===== src/rtl/bus_arbiter_pkg.sv =====
// Shared types and bus widths for the 2-to-1 bus arbiter.
package bus_arbiter_pkg;

    localparam int ADDR_W        = 32;
    localparam int DATA_W        = 32;
    localparam int SEL_W         = 4;
    localparam int NMASTER_IDX_W = 1;

    typedef enum logic {
        IDLE,
        BUSY
    } state_e;

    typedef struct packed {
        logic [ADDR_W-1:0] addr;
        logic [DATA_W-1:0] wdata;
        logic [SEL_W-1:0]  wsel;
        logic              valid;
    } breq_t;

endpackage


===== src/rtl/bus_arbiter_2to1_rr_pick2.sv =====
// Two-way round-robin picker: on a tie the master not served last wins.
module rr_pick2 (
    input  logic [1:0] req_i,
    input  logic       last_i,
    output logic       any_o,
    output logic       idx_o
);

    assign any_o = |req_i;
    assign idx_o = (&req_i) ? ~last_i : req_i[1];

endmodule


===== src/rtl/bus_arbiter_2to1.sv =====
// Two-master round-robin arbiter in front of the simulation RAM.
// Optional slave timeout enabled by defining BUS_ARBITER_TIMEOUT_EN.
module bus_arbiter_2to1
    import bus_arbiter_pkg::*;
#(
    parameter int TIMEOUT_CYCLES = 16
) (
    input  logic              clk,
    input  logic              rst,
    input  logic [ADDR_W-1:0] m0_address,
    input  logic [DATA_W-1:0] m0_wdata,
    input  logic [SEL_W-1:0]  m0_wsel,
    input  logic              m0_valid,
    output logic [DATA_W-1:0] m0_rdata,
    output logic              m0_ready,
    output logic              m0_error,
    input  logic [ADDR_W-1:0] m1_address,
    input  logic [DATA_W-1:0] m1_wdata,
    input  logic [SEL_W-1:0]  m1_wsel,
    input  logic              m1_valid,
    output logic [DATA_W-1:0] m1_rdata,
    output logic              m1_ready,
    output logic              m1_error,
    output logic [ADDR_W-1:0] s_address,
    output logic [DATA_W-1:0] s_wdata,
    output logic [SEL_W-1:0]  s_wsel,
    output logic              s_valid,
    input  logic [DATA_W-1:0] s_rdata,
    input  logic              s_ready,
    input  logic              s_error
);

    state_e                   state_q, state_d;
    logic [NMASTER_IDX_W-1:0] gnt_q, gnt_d;
    logic                     last_q, last_d;

    breq_t             req0, req1, sel;
    logic              any, idx, resp, tmo;
    logic [DATA_W-1:0] rsp_rdata;
    logic              rsp_ready, rsp_error;

    assign req0 = {m0_address, m0_wdata, m0_wsel, m0_valid};
    assign req1 = {m1_address, m1_wdata, m1_wsel, m1_valid};
    assign sel  = gnt_q[0] ? req1 : req0;
    assign resp = s_ready | s_error;

    rr_pick2 u_pick (
        .req_i  ({m1_valid, m0_valid}),
        .last_i (last_q),
        .any_o  (any),
        .idx_o  (idx)
    );

`ifdef BUS_ARBITER_TIMEOUT_EN
    localparam int CNT_W = $clog2(TIMEOUT_CYCLES) + 1;

    logic [CNT_W-1:0] cnt_q, cnt_d;

    assign tmo = (state_q == BUSY) && !resp
              && (cnt_q == CNT_W'(TIMEOUT_CYCLES - 1));

    // Held at zero outside BUSY so every transaction starts from 0.
    always_comb begin
        cnt_d = '0;
        if (state_q == BUSY && !resp && !tmo) begin
            cnt_d = cnt_q + CNT_W'(1);
        end
    end

    always_ff @(posedge clk) begin
        if (rst) begin
            cnt_q <= '0;
        end else begin
            cnt_q <= cnt_d;
        end
    end
`else
    logic [31:0] unused_tmo;

    assign unused_tmo = 32'(TIMEOUT_CYCLES);
    assign tmo        = 1'b0;
`endif

    always_comb begin
        state_d   = state_q;
        gnt_d     = gnt_q;
        last_d    = last_q;
        s_address = '0;
        s_wdata   = '0;
        s_wsel    = '0;
        s_valid   = 1'b0;
        rsp_rdata = '0;
        rsp_ready = 1'b0;
        rsp_error = 1'b0;
        unique case (state_q)
            IDLE: begin
                if (any) begin
                    gnt_d   = idx;
                    state_d = BUSY;
                end
            end
            BUSY: begin
                s_address = sel.addr;
                s_wdata   = sel.wdata;
                s_wsel    = sel.wsel;
                s_valid   = sel.valid & ~tmo;
                if (!sel.valid) begin
                    // Master withdrew: abort silently, fairness untouched.
                    state_d = IDLE;
                end else begin
                    rsp_rdata = s_rdata;
                    rsp_ready = s_ready;
                    rsp_error = s_error | tmo;
                    if (resp || tmo) begin
                        state_d = IDLE;
                        last_d  = gnt_q[0];
                    end
                end
            end
            default: state_d = IDLE;
        endcase
    end

    always_ff @(posedge clk) begin
        if (rst) begin
            state_q <= IDLE;
            gnt_q   <= '0;
            last_q  <= 1'b1;
        end else begin
            state_q <= state_d;
            gnt_q   <= gnt_d;
            last_q  <= last_d;
        end
    end

    assign m0_rdata = gnt_q[0] ? '0 : rsp_rdata;
    assign m0_ready = ~gnt_q[0] & rsp_ready;
    assign m0_error = ~gnt_q[0] & rsp_error;
    assign m1_rdata = gnt_q[0] ? rsp_rdata : '0;
    assign m1_ready = gnt_q[0] & rsp_ready;
    assign m1_error = gnt_q[0] & rsp_error;

endmodule


===== config.mk =====
export PLATFORM = sky130hd
export DESIGN_NAME = bus_arbiter_2to1
export DESIGN_NICKNAME = d
export VERILOG_FILES = /design/src/rtl/bus_arbiter_pkg.sv /design/src/rtl/bus_arbiter_2to1_rr_pick2.sv /design/src/rtl/bus_arbiter_2to1.sv
export SDC_FILE = /design/constraint.sdc
export NUM_CORES = 1
export LEC_CHECK = 0
export ABC_AREA = 1
export BUFFER_PORTS_ARGS = -buffer_cell sky130_fd_sc_hd__buf_4
export CORE_AREA = 5 5 117 119
export DETAILED_ROUTE_END_ITERATION = 8
export DIE_AREA = 0 0 122 124
export GPL_TIMING_DRIVEN = 0
export PLACE_DENSITY = 0.55
export SETUP_SLACK_MARGIN = 0.4
export SLEW_MARGIN = 20
export SYNTH_ARGS = -nofsm -noshare
export SYNTH_HDL_FRONTEND = slang
export SYNTH_SLANG_ARGS = --single-unit

===== constraint.sdc =====
create_clock -name clk -period 1.2 [get_ports clk]
set_input_delay 0.18 -clock clk [delete_from_list [all_inputs] [get_ports clk]]
set_output_delay 0.18 -clock clk [all_outputs]
set_load 0.005 [all_outputs]

* After elaboration in Yosys (flattened, before gate mapping)
Cells that the tools add are included.
Cells by class: reductions and logical operators 4, mux-type cells 18, bitwise operators 8
Operators by type and width (number):
- $mux W32 | 6
- $mux W69 | 1
- $mux W1 | 9
- $and A1 B1 Y1 | 4
- $mux W4 | 1
- $reduce_and A2 Y1 | 2
- $not A1 Y1 | 3
- $reduce_and A3 Y1 | 1
- $pmux W1 S2 | 1
- $reduce_or A2 Y1 | 1
- $or A1 B1 Y1 | 1
Word-level totals: output and inout bits 137, register bits after elaboration 3, input bits 174

* Depth between registers and ports, before layout
Gate-level depths: netlist of the first run.
depth in word-level cells 4, gate-level depth with buffers 7, depth with buffers taken out 6

* Cells and area by module
Synthesis of the first run repeated with hierarchy kept, for this count alone.
Unflattened totals: cells, all modules 403, area total of the unflattened synthesis 1928.1 um2
Modules (own cells, without submodules):
- bus_arbiter_2to1 | cells each 400, area each 1913.1 um2, seq. area each 60.1 um2, instances 1
- rr_pick2 | cells each 3, area each 15.0 um2, seq. area each 0.0 um2, instances 1

* Worst setup path after synthesis of the first run
OpenSTA, ideal clock, no wires.
path kind reg-to-output, start point register gnt_q, end point output port m1_rdata[22], slack -0.107 ns, buffers on the path 3, data arrival time 1.127 ns, cell stages (with the launch flop) 8, data required time 1.020 ns, cell sequence dfxtp_1 -> buf_4 -> nand2_2 -> nand2_4 -> nand2_4 -> buf_6 -> buf_6 -> nor3_2
On the way: word-level cells in the longest chain between the ends 4
Ends and longest elaborated chain:
- from (decl) | line bus_arbiter_2to1.sv:34 | logic [NMASTER_IDX_W-1:0] gnt_q, gnt_d;
- from (signal assigned) | line bus_arbiter_2to1.sv:131 | gnt_q <= gnt_d;
- $mux W69 | line bus_arbiter_2to1.sv:44 | assign sel = gnt_q[0] ? req1 : req0;
- $mux W32 | line bus_arbiter_2to1.sv:107 | if (!sel.valid) begin
- $mux W32 | line bus_arbiter_2to1.sv:95 | unique case (state_q)
- $mux W32 (*) | line bus_arbiter_2to1.sv:139 | assign m1_rdata = gnt_q[0] ? rsp_rdata : '0;
- to (decl) | line bus_arbiter_2to1.sv:21 | output logic [DATA_W-1:0] m1_rdata,
Mark *: on every way between the ends. The rest lies on a longest branch, timed or not.

* Final worst setup path of the first run
start point register gnt_q, end point output port m0_rdata[10]
On the way: word-level cells in the longest chain between the ends 4
Ends and longest elaborated chain:
- $mux W69 | line bus_arbiter_2to1.sv:44
- $mux W32 | line bus_arbiter_2to1.sv:107
- $mux W32 | line bus_arbiter_2to1.sv:95
- $mux W32 (*) | line bus_arbiter_2to1.sv:136 | assign m0_rdata = gnt_q[0] ? '0 : rsp_rdata;
- to (decl) | line bus_arbiter_2to1.sv:14 | output logic [DATA_W-1:0] m0_rdata,
Marked as above.

==> qor_table.md, run 1 <==
| Step | Result | This run |
|:---|:---|:---|
| sta | Worst slew slack as a fraction of its limit | 0.803 |
| sta | Highest achievable clock rate | 605 MHz |
| status | Status | finished, violations left |
| drt | Detailed-routing iteration count for the pre-antenna-repair pass | 4 |
| sta | Max Transition Viols Final | 0 |
| synth | Count of mapped cells out of synthesis | 367 |
| sta | Worst Setup Slack, final | -0.452 ns |
| clock network | Cts-stage hold buffer count | 0 |
| clock network | Total clock sinks | 3 |
| finish | Fraction of layout cells with a size suffix above 1 | 0.677 |
| place | Post-detailed-placement cell area | 4640 sq um |
| synth | Synth Area in Adders | 0 |
| synth | Post-Syn Area | 1710 sq um |
| finish | Post-layout util | 0.441 |
| grt | Largest net degree at the start of global routing | 11 |
| finish | Synth-to-layout area growth | 222% |
| critical path | Crit path launch type | flop |
| pwr | Standby leakage power | 2.93 nW |
| drt | Post-detailed-route count of antenna-violating nets | 0 |
| synth | Share of the synthesized area in compound gates (AO/OA/AOI/OAI) | 0.208 |
| critical path | Crit Path Category | reg -> out |
| finish | Fin cells | 875 |
| sta | Clock Skews | 0.000513 ns |
| synth | Number of storage elements in the synthesis netlist | 3 |
| synth | Number of warning messages in the yosys log | 0 |
| critical path | Signal arrival time at the worst endpoint | 1.47 ns |
| clock network | Maximum buffer depth of the clock tree | 2 |
| drt | Final wirelength | 13500 microns |
| grt | First-pass GRT wire length | 19200 microns |
| finish | Fillcell total | 1262 |
| synth | Xor and xnor fraction of the mapped netlist area | 0 |
| synth | Dominant combinational cell family by area after synthesis | simple AND/OR/NAND/NOR gates |
| sta | Time the worst path needs with I/O delays and setup | 1.65 ns |
| status | Violations in the final reports | setup timing |
| drt | Total via count after detailed routing | 3696 |
| pwr | Power density normalized to cell area | 464 nW/um^2 |
| sta | Unrepaired setup endpoints after global routing | true |
| drt | Via density per instance | 4.22 |
| die | Vertical die dimension | 124 microns |
| die | Standard-cell rows | 41 |
| clock network | Number of levels in the clock H-tree | 1 |
| finish | Post-Layout Inst Area | 5490 sq um |
| synth | Total nets after synthesis | 541 |
| critical path | CP Data Required Time | 1.02 ns |
| place | Half-perimeter wire length after placement | 10800 microns |
| critical path | Sort of element at the end of the critical path | output port |
| pwr | Final Total Pwr | 0.00255 W |
| place | Buffers added on ports | 310 |
| grt | Initial antenna violation count | 0 |
| clock network | CTS tree | yes |
| place | Count of placed standard cells including taps | 849 |
| finish | Layout Nets | 878 |
| die | IO Pins | 311 |
| synth | Simple-gate area share of the yosys netlist | 0.568 |
| grt | Number of global-route vias before repair | 3708 |
| sta | Tcrit/Tclk final | 1.38 |
| clock network | Clk Latency, worst-skew pair | 0.22 ns |
| synth | Synth unique cells | 17 |
| clock network | Clock-pin slew reported for the worst setup and hold paths after clock tree synthesis | 0.03 ns |
| synth | Portion of the post-synthesis area used by sequential elements | 0.0352 |
| grt | Global Route Usage Sum | 0.157 |
| die | Effective utilization at floorplan | 0.137 |
| hold path | Worst min-delay path category | in -> reg |
| die | Die area | 15100 sq um |
| finish | Number of antenna cells inserted | 0 |
| place | Global placer's final weighted congestion | 0.831 |
| sta | Post-Route Hold Slack | 0.121 ns |
| run | Number of max-capacitance violations reported | 0 |
| clock network | TritonCTS Buffers | 3 |
| die | Horizontal die dimension | 122 microns |
| sta | Final setup fails | 139 |
| sta | Actual slew at the worst max-slew pin | 0.293 ns |
| drt | Iteration-0 DRC count of the detailed router | 108 |
| synth | Average size of a mapped cell | 4.65 sq um |
| grt | Global route overflow | 0 |
| critical path | Max Fanout on Critical Path | 6 |
| pwr | Largest vdd supply drop | 426 uV |
| drt | DRC violation count after routing | 0 |
| die | Area inside the core boundary | 12500 sq um |
| clock network | Buffer type at the clock tree root | sky130_fd_sc_hd__clkbuf_16 |
| drt | Routed WL per cell | 15.4 microns |
| synth | Multiplexer share of the synthesized area | 0 |
| sta | Hold violation total from the final report | 0 |
[Yosys cell counts]
cell,instances,area share
sky130_fd_sc_hd__nand2_4,2,0.013
sky130_fd_sc_hd__nor3_1,59,0.17
sky130_fd_sc_hd__a21oi_1,2,0.0059
sky130_fd_sc_hd__nand3_1,4,0.012
sky130_fd_sc_hd__inv_1,39,0.086
sky130_fd_sc_hd__dfxtp_1,3,0.035
sky130_fd_sc_hd__buf_2,14,0.041
sky130_fd_sc_hd__buf_4,1,0.0044
sky130_fd_sc_hd__buf_1,1,0.0022
sky130_fd_sc_hd__nand4_1,1,0.0037
sky130_fd_sc_hd__nand2_2,1,0.0037
sky130_fd_sc_hd__nor3_2,9,0.053
sky130_fd_sc_hd__clkbuf_1,19,0.042
sky130_fd_sc_hd__o21ai_0,69,0.20
sky130_fd_sc_hd__nor2_1,136,0.30
sky130_fd_sc_hd__nand2_1,5,0.011
sky130_fd_sc_hd__buf_6,2,0.013
[what timing repair did]
| item | in CTS | in global routing |
|---|---|---|
| setup endpoints to repair | 140 | 140 |
| gates cloned | 7 | 1 |
| gates resized for setup | 168 | 22 |
| setup buffers | 14 | 0 |
| pin swaps | 20 | 10 |
[cell type report]
cell class / instances / area, sq um / area share
repair buffers: 332 / 2660 / 0.483
multi-input cells: 288 / 1860 / 0.338
plain buffers: 37 / 470 / 0.0857
well taps: 172 / 215 / 0.0392
inverters: 39 / 151 / 0.0276
clock buffers: 4 / 78.8 / 0.0144
flip-flops and latches: 3 / 65.1 / 0.0118
[where the power goes]
group / total, W / internal [W] / switching [W]
clock: 0.000531 / 0.000439 / 0.0000921
sequential: 0.000117 / 0.000108 / 0.00000887
combinational: 0.00190 / 0.00106 / 0.000838
[critical path, stage by stage (launching register included)]
cell	delay, ns
sky130_fd_sc_hd__dfxtp_4	0.38
sky130_fd_sc_hd__buf_12	0.12
sky130_fd_sc_hd__nand2_4	0.05
sky130_fd_sc_hd__nand2_4	0.08
sky130_fd_sc_hd__nand2_4	0.07
sky130_fd_sc_hd__buf_4	0.16
sky130_fd_sc_hd__clkbuf_16	0.16
sky130_fd_sc_hd__nor3_4	0.12
sky130_fd_sc_hd__buf_6	0.12
[sequential cells by signal (all words and copies together), names as in the netlist]
signal,flops
state_q,1
last_q,1
gnt_q,1
[logic make-up (layout without fill, tap and decap cells)]
kind of cell | count (synthesis) | after routing
AOI/OAI and AO/OA | 71 | 71
buffers and inverters | 76 | 412
DFF | 3 | 3
and+or+nand+nor | 217 | 217
[metal layers]
layer / GRT usage / wire length [microns]
met1: 0.177 / 4770
met5: 0 / 0
met2: 0.309 / 7400
met3: 0.0354 / 1280
met4: 0.0182 / 27
[path summary, 6_finish.rpt]
check	to	start	cells past startpoint	slack (ns)
worst max-delay path	m0_rdata[10]	gnt_q$_SDFFE_PP0P_	8	-0.45
worst min-delay path	state_q$_SDFF_PP0_	rst	2	0.12
worst max register to register	last_q$_SDFFE_PP1P_	gnt_q$_SDFFE_PP0P_	9	-0.10
worst min register to register	last_q$_SDFFE_PP1P_	last_q$_SDFFE_PP1P_	2	0.49
[cell usage in the layout, fill, tap and decap left out, drive strengths merged]
cell type and instances:
buf 347, nor2 136, o21ai 69, nor3 68, inv 39, clkbuf 25
nand2 8, nand3 4, dfxtp 3, a21oi 2, nand4 1, bufbuf 1
[metrics by stage]
stage                     setup TNS (ns)  setup slack [ns]
after CTS                         -46.27            -0.450
after floorplan                   -0.243           -0.0255
after detailed placement          -29.88            -0.390
after global routing              -54.29            -0.526
final                             -43.89            -0.452
after global placement            -28.40            -0.391
Note: power is estimated with default switching activity, not from simulation.
==> inputs of run 2 (changes only) <==
Settings changed: PLACE_DENSITY 0.55 to 0.5.
==> run 2 against run 1 <==
The run still ends with setup timing left; die area did not move; power is 2.8% higher; critical path type unchanged; sequential power barely moved; routed wire length is 2.9% higher; critical path depth unchanged; fmax decreased by 1.6%; register-to-register slack better by 0.16 ns; global-route usage rose by 0.50 points; setup slack lost 0.027 ns; highest routed layer unchanged; via count up 0.73%.
==> qor_table.md, run 2 (same netlist as run 1, synthesis figures left out) <==
| Step | Result | This run |
|:---|:---|:---|
| status | Status | finished, violations left |
| status | Violations in the final reports | setup timing |
| pwr | Fraction of power consumed by combinational cells | 0.751 |
| die | Vertical die dimension | 124 microns |
| sta | Tcrit/Tclk final | 1.40 |
| run | Number of max-capacitance violations reported | 0 |
| place | Half-perimeter wire length after placement | 11000 microns |
| drt | Post-detailed-route count of antenna-violating nets | 0 |
| critical path | Worst r2r src | state_q$_SDFF_PP0_ |
| sta | Actual slew at the worst max-slew pin | 0.327 ns |
| critical path | Launching element of the worst setup path | gnt_q$_SDFFE_PP0P_ |
| critical path | Crit Path Category | reg -> out |
| critical path | Worst reg-to-reg path cell count | 7 |
| hold path | Source of the worst hold timing path | rst |
| clock network | Clk Latency, worst-skew pair | 0.23 ns |
| pwr | Standby leakage power | 2.95 nW |
| clock network | CTS tree | yes |
| clock network | Number of levels in the clock H-tree | 1 |
| sta | Final setup fails | 137 |
| critical path | Destination of the worst register-to-register timing path | last_q$_SDFFE_PP1P_ |
| grt | Global Route Usage Sum | 0.162 |
| sta | Worst slew slack as a fraction of its limit | 0.780 |
| finish | Sequential cell area | 65.1 sq um |
| finish | Number of antenna cells inserted | 0 |
| pwr | Power density normalized to cell area | 466 nW/um^2 |
| drt | Total via count after detailed routing | 3723 |
| drt | Iteration-0 DRC count of the detailed router | 101 |
| pwr | Largest vdd supply drop | 364 uV |
| pwr | Proportion of power drawn by flip-flops and latches | 0.044 |
| clock network | Clock-pin slew reported for the worst setup and hold paths after clock tree synthesis | 0.03 ns |
| die | Horizontal die dimension | 122 microns |
| finish | Area used by multi-input combinational logic | 1950 sq um |
| grt | First-pass GRT wire length | 19600 microns |
| drt | Final wirelength | 13900 microns |
| grt | Global route overflow | 0 |
| critical path | Crit path launch type | flop |
| clock network | Buffer type at the clock tree root | sky130_fd_sc_hd__clkbuf_16 |
| sta | Highest achievable clock rate | 595 MHz |
| finish | Fraction of layout cells with a size suffix above 1 | 0.696 |
| critical path | CP Data Required Time | 1.02 ns |
| critical path | Sort of element at the end of the critical path | output port |
| pwr | Switching Power | 0.000980 W |
| clock network | Maximum buffer depth of the clock tree | 2 |
| critical path | Worst R2R Setup Slack | 0.06 ns |
| clock network | TritonCTS Buffers | 3 |
| sta | Max Transition Viols Final | 0 |
| sta | Hold violation total from the final report | 0 |
| pwr | Internal portion of total power | 0.00164 W |
| drt | DRC violation count after routing | 0 |
| sta | Worst Setup Slack, final | -0.480 ns |
| finish | Most frequent cells in the layout | sky130_fd_sc_hd__buf_4, sky130_fd_sc_hd__nor2_1, sky130_fd_sc_hd__nor3_2 |
| drt | Detailed-routing iteration count for the pre-antenna-repair pass | 4 |
| die | Die area | 15100 sq um |
| sta | Unrepaired setup endpoints after global routing | true |
| critical path | Max Fanout on Critical Path | 7 |
| grt | Number of global-route vias before repair | 3770 |
| finish | Synth-to-layout area growth | 230% |
| finish | Layout Nets | 879 |
| clock network | Cts-stage hold buffer count | 0 |
| hold path | Destination of the worst hold path | state_q$_SDFF_PP0_ |
| die | Area inside the core boundary | 12500 sq um |
| place | Count of placed standard cells including taps | 849 |
| critical path | Crit path max-delay cell type | sky130_fd_sc_hd__dfxtp_4 |
| place | Global placer's final weighted congestion | 0.864 |
| grt | Largest net degree at the start of global routing | 11 |
| critical path | Biggest cell delay along the critical path | 0.38 ns |
| sta | Clock Skews | 0.000912 ns |
| finish | Fillcell total | 1292 |
| finish | Most common cell after layout, fill and taps aside | sky130_fd_sc_hd__buf_4 |
| place | Worst slack at placement | -0.374 ns |
| pwr | Proportion of power drawn by the clock network | 0.205 |
| grt | Initial antenna violation count | 0 |
| critical path | WP buf/inv | 4 |
| drt | Via density per instance | 4.25 |
| die | IO Pins | 311 |
| clock network | Total clock sinks | 3 |
| place | Buffers added on ports | 310 |
| finish | Fin cells | 876 |
| critical path | Signal arrival time at the worst endpoint | 1.50 ns |
| die | Effective utilization at floorplan | 0.137 |
| hold path | Count of cells along the worst hold path | 2 |
| critical path | Cell Chain, Critical Path | buf_12, nand2_4, nand2_4, nand2_8, buf_8, buf_12, nor3_4, buf_6 |
| finish | Largest registers | gnt_q (1), last_q (1), state_q (1) |
| pwr | Net switching share of the total power | 0.374 |
| hold path | Worst min-delay path category | in -> reg |
| drt | Routed WL per cell | 15.8 microns |
| die | Standard-cell rows | 41 |
| critical path | Kind of cell adding the most delay to the critical path | buffers and inverters |
| sta | Time the worst path needs with I/O delays and setup | 1.68 ns |
==> run 2: timing repair <==
| action | 4_1_cts | 5_1_grt |
|---|---|---|
| cloned | 5 | 2 |
| pin swaps | 11 | 13 |
| gates resized for setup | 124 | 85 |
| setup endpoints to repair | 140 | 140 |
| setup buffers | 12 | 4 |
| endpoints found under the hold margin | 0 | 0 |
==> run 2: power by group through the flow <==
stage | logic (W) | registers, W | clock network [W]
6_report | 0.00197 | 0.000115 | 0.000536
5_1_grt | 0.00212 | 0.000116 | 0.000556
4_1_cts | 0.00184 | 0.000115 | 0.000550
3_5_place_dp | 0.00153 | 0.000116 | 0
3_3_place_gp | 0.00152 | 0.000116 | 0
2_1_floorplan | 0.000620 | 0.000114 | 0
==> run 2: worst max path at each step <==
stage	slack [ns]	cells after the start	end
after detailed placement	-0.37	4	m0_rdata[30]
after CTS	-0.46	8	m0_error
after global placement	-0.37	4	m0_rdata[30]
after global routing	-0.52	8	m1_rdata[23]
after floorplan	-0.03	7	m1_rdata[22]
final	-0.48	8	m0_error
==> run 2: metal layers <==
layer / wire, microns / track usage / up-vias
met2: 7550 / 0.316 / 172
met1: 5000 / 0.183 / 1669
met4: 221 / 0.0343 / 0
met3: 1090 / 0.0295 / 21
li1: - / - / 1861
met5: 0 / 0 / -
==> run 2: metrics by stage <==
| step | total power [W] | setup TNS, ns | hold slack, ns | area, sq um | util |
|---|---|---|---|---|---|
| after floorplan | 0.000733 | -0.243 | 0.239 | 2100 | - |
| after global placement | 0.00163 | -25.57 | 0.351 | 4640 | 0.372 |
| after detailed placement | 0.00165 | -27.30 | 0.349 | 4640 | 0.372 |
| after CTS | 0.00250 | -50.07 | 0.114 | 5340 | 0.428 |
| after global routing | 0.00280 | -57.06 | 0.134 | 5630 | 0.452 |
| final | 0.00262 | -48.62 | 0.124 | 5630 | 0.452 |
==> run 2: worst register-to-register path: stages, from the launching register on <==
cell	delay, ns
sky130_fd_sc_hd__dfxtp_2	0.30
sky130_fd_sc_hd__buf_6	0.12
sky130_fd_sc_hd__buf_12	0.14
sky130_fd_sc_hd__buf_6	0.11
sky130_fd_sc_hd__buf_8	0.12
sky130_fd_sc_hd__buf_6	0.11
sky130_fd_sc_hd__nand4_1	0.06
sky130_fd_sc_hd__nand3_1	0.07
==> run 2: area by class of cell <==
class / instances / area share
plain buffers: 37 / 0.0802
flip-flops and latches: 3 / 0.0116
well taps: 172 / 0.0382
multi-input cells: 288 / 0.346
clock buffers: 4 / 0.0140
inverters: 39 / 0.0269
repair buffers: 333 / 0.483
==> inputs of run 3 (changes only) <==
Settings changed: ABC_AREA 1 to default, CORE_AREA 5 5 117 119 to 5 5 116 118, DIE_AREA 0 0 122 124 to 0 0 121 123, PLACE_DENSITY 0.5 to 0.52.
==> run 3 against run 2 <==
The run still ends with setup timing left; design area down 12%; non-clock buffer count down 26; sequential share of layout area up 0.11 points; fmax up 4.8%; setup slack better by 0.077 ns; largest power group unchanged; synthesized area up 7.6%; clock power up 3%; worst hold slack worse by 0.0032 ns.
==> qor_table.md, run 3 <==
| Step | Result | This run |
|:---|:---|:---|
| die | Vertical die dimension | 123 microns |
| place | Global placer's final weighted congestion | 0.805 |
| clock network | Clock-pin slew reported for the worst setup and hold paths after clock tree synthesis | 0.04 ns |
| drt | Detailed-routing iteration count for the pre-antenna-repair pass | 4 |
| place | Post-detailed-placement cell area | 4520 sq um |
| die | IO Pins | 311 |
| synth | Leading area contributor after synthesis | sky130_fd_sc_hd__mux2i_1 |
| clock network | Clk Latency, worst-skew pair | 0.23 ns |
| sta | Worst Setup Slack, final | -0.403 ns |
| synth | Number of storage elements in the synthesis netlist | 3 |
| drt | Final wirelength | 11700 microns |
| place | Buffers added on ports | 310 |
| grt | First-pass GRT wire length | 16100 microns |
| status | Violations in the final reports | setup timing |
| grt | Largest net degree at the start of global routing | 11 |
| synth | Largest cells by area after synthesis | sky130_fd_sc_hd__mux2i_1, sky130_fd_sc_hd__and2_1, sky130_fd_sc_hd__nor2b_1 |
| drt | Post-detailed-route count of antenna-violating nets | 0 |
| sta | Tcrit/Tclk final | 1.34 |
| die | Standard-cell rows | 41 |
| synth | Count of mapped cells out of synthesis | 247 |
| place | Worst slack at placement | -0.247 ns |
| drt | Iteration-0 DRC count of the detailed router | 51 |
| synth | Primary flip-flop cell chosen by synthesis mapping | sky130_fd_sc_hd__dfxtp_1 |
| die | Die area | 14900 sq um |
| clock network | TritonCTS Buffers | 3 |
| synth | Total nets after synthesis | 421 |
| synth | Xor and xnor fraction of the mapped netlist area | 0 |
| finish | Post-Layout Inst Area | 4930 sq um |
| hold path | Worst min-delay path category | in -> reg |
| clock network | CTS tree | yes |
| clock network | Total clock sinks | 3 |
| finish | Number of antenna cells inserted | 0 |
| synth | Average size of a mapped cell | 7.43 sq um |
| critical path | Destination of the critical timing path | m0_rdata[11] |
| synth | Most repeated cell in the gate-level netlist after synthesis | sky130_fd_sc_hd__and2_1 |
| clock network | Cts-stage hold buffer count | 0 |
| finish | Largest registers | gnt_q (1), last_q (1), state_q (1) |
| critical path | Worst reg-to-reg path cell count | 5 |
| drt | Routed WL per cell | 15.7 microns |
| synth | Most used standard cells in the synthesized netlist | sky130_fd_sc_hd__and2_1, sky130_fd_sc_hd__mux2i_1, sky130_fd_sc_hd__nor2b_1, sky130_fd_sc_hd__buf_4, sky130_fd_sc_hd__clkbuf_1 |
| synth | Dominant combinational cell family by area after synthesis | simple AND/OR/NAND/NOR gates |
| drt | Total via count after detailed routing | 3034 |
| status | Status | finished, violations left |
| synth | Number of synthesized flops with an enable pin | 0 |
| finish | Most common cell after layout, fill and taps aside | sky130_fd_sc_hd__buf_4 |
| synth | Number of warning messages in the yosys log | 0 |
| clock network | Number of levels in the clock H-tree | 1 |
| finish | Post-layout util | 0.399 |
| synth | Synth Area in Adders | 0 |
| critical path | Crit Path Category | reg -> out |
| sta | Max Transition Viols Final | 0 |
| synth | Portion of the post-synthesis area used by sequential elements | 0.0327 |
| grt | Initial antenna violation count | 0 |
| finish | Layout Nets | 747 |
| sta | Final setup fails | 138 |
| sta | Worst slew slack as a fraction of its limit | 0.892 |
| pwr | Standby leakage power | 2.52 nW |
| clock network | Buffer type at the clock tree root | sky130_fd_sc_hd__clkbuf_16 |
| pwr | Power density normalized to cell area | 453 nW/um^2 |
| sta | Highest achievable clock rate | 624 MHz |
| synth | Multiplexer share of the synthesized area | 0.377 |
| drt | DRC violation count after routing | 0 |
| finish | Synth-to-layout area growth | 169% |
| critical path | Crit path launch type | flop |
| critical path | Launching element of the worst setup path | gnt_q$_SDFFE_PP0P_ |
| synth | Fraction of synthesis flops using an asynchronous set or reset pin | 0 |
| sta | Time the worst path needs with I/O delays and setup | 1.60 ns |
| critical path | Max Fanout on Critical Path | 8 |
| grt | Global route overflow | 0 |
| grt | Number of global-route vias before repair | 3193 |
| place | Half-perimeter wire length after placement | 9850 microns |
| drt | Via density per instance | 4.08 |
| critical path | Destination of the worst register-to-register timing path | last_q$_SDFFE_PP1P_ |
| synth | Simple-gate area share of the yosys netlist | 0.501 |
| sta | Unrepaired setup endpoints after global routing | true |
| sta | Hold violation total from the final report | 0 |
| finish | Most frequent cells in the layout | sky130_fd_sc_hd__buf_4, sky130_fd_sc_hd__nor2b_1, sky130_fd_sc_hd__mux2i_1 |
| sta | Clock Skews | 0.00675 ns |
| die | Effective utilization at floorplan | 0.148 |
| clock network | Maximum buffer depth of the clock tree | 2 |
| grt | Global Route Usage Sum | 0.135 |
| die | Area inside the core boundary | 12400 sq um |
| synth | Synth unique cells | 23 |
| critical path | Sort of element at the end of the critical path | output port |
| critical path | Signal arrival time at the worst endpoint | 1.42 ns |
| critical path | Worst r2r src | state_q$_SDFF_PP0_ |
| die | Horizontal die dimension | 121 microns |
| synth | Post-Syn Area | 1840 sq um |
| synth | Share of the synthesized area in compound gates (AO/OA/AOI/OAI) | 0.0184 |
| run | Number of max-capacitance violations reported | 0 |
| critical path | CP Data Required Time | 1.02 ns |
| finish | Fraction of layout cells with a size suffix above 1 | 0.710 |
| critical path | Worst R2R Setup Slack | -0.12 ns |
| synth | Top-area cell type share of the netlist area | 0.371 |
| pwr | Largest vdd supply drop | 253 uV |
| sta | Actual slew at the worst max-slew pin | 0.158 ns |
[run 3: cell types whose count changed after synthesis, sizes merged, moves of 2 or more]
| cell | previous run | this run |
|---|---|---|
| nor2 | 136 | 1 |
| and2 | 0 | 69 |
| mux2i | 0 | 68 |
| nor2b | 0 | 68 |
| nor3 | 68 | 0 |
| o21ai | 69 | 1 |
| inv | 39 | 1 |
| clkbuf | 19 | 11 |
| nand2 | 8 | 1 |
| buf | 18 | 12 |
| nand3 | 4 | 2 |
[run 3: kinds of logic after synthesis]
family                 Yosys count
AND/OR/NAND/NOR                146
flip-flops                       3
multiplexers                    69
buffers and inverters           24
AO/OA/AOI/OAI                    5
[run 3: worst max-delay path, cell delays in order, from the launching register on]
cell,delay (ns)
sky130_fd_sc_hd__dfxtp_2,0.33
sky130_fd_sc_hd__buf_8,0.14
sky130_fd_sc_hd__nor3b_4,0.19
sky130_fd_sc_hd__buf_6,0.17
sky130_fd_sc_hd__buf_6,0.11
sky130_fd_sc_hd__and2_1,0.14
sky130_fd_sc_hd__buf_4,0.12
[run 3: per-layer routing]
metal | vias up | wire, microns | GRT usage
met5 | - | 0 | 0
met4 | 0 | 94 | 0.0205
met3 | 8 | 1280 | 0.0435
met2 | 188 | 6430 | 0.282
met1 | 1380 | 3880 | 0.129
li1 | 1458 | - | -
[run 3: repair_timing]
action	in CTS	in global routing
resized for setup	27	45
setup buffers	4	1
pin swaps	2	16
hold endpoints to repair	0	0
endpoints found under the setup margin	140	140
gates cloned	4	2
[run 3: worst min path at each step]
stage               from                 end  slack (ns)  cells past startpoint
floorplan            rst  state_q$_SDFF_PP0_        0.24                      1
global placement     rst  gnt_q$_SDFFE_PP0P_        0.37                      2
finish               rst  state_q$_SDFF_PP0_        0.12                      2
CTS                  rst  state_q$_SDFF_PP0_        0.12                      2
global route         rst  state_q$_SDFF_PP0_        0.12                      2
detailed placement   rst  state_q$_SDFF_PP0_        0.36                      2
[run 3: cell type report]
cell class                 instances  area [sq um]
fill                            1287          7430
timing repair buffer             321          2500
multi-input combinational        220          1790
buffer                            23           275
tap                              172           215
clock buffer                       4          78.8
sequential                         3          62.6
inverter                           1          3.75
[run 3: power by group]
group	internal [W]	leakage (nW)	switching, W	total, W
clock network	0.000441	0.0382	0.000112	0.000552
registers	0.000110	0.0254	0.00000684	0.000116
logic	0.00101	2.45	0.000556	0.00157
[run 3: through the flow]
step | total power (W) | hold slack, ns | std cells | TNS [ns]
5_1_grt | 0.00238 | 0.122 | 744 | -53.55
3_3_place_gp | 0.00156 | 0.367 | 729 | -16.71
6_report | 0.00223 | 0.121 | 744 | -44.15
4_1_cts | 0.00219 | 0.122 | 741 | -46.63
3_5_place_dp | 0.00158 | 0.360 | 729 | -19.61
2_1_floorplan | 0.000675 | 0.242 | 247 | 0
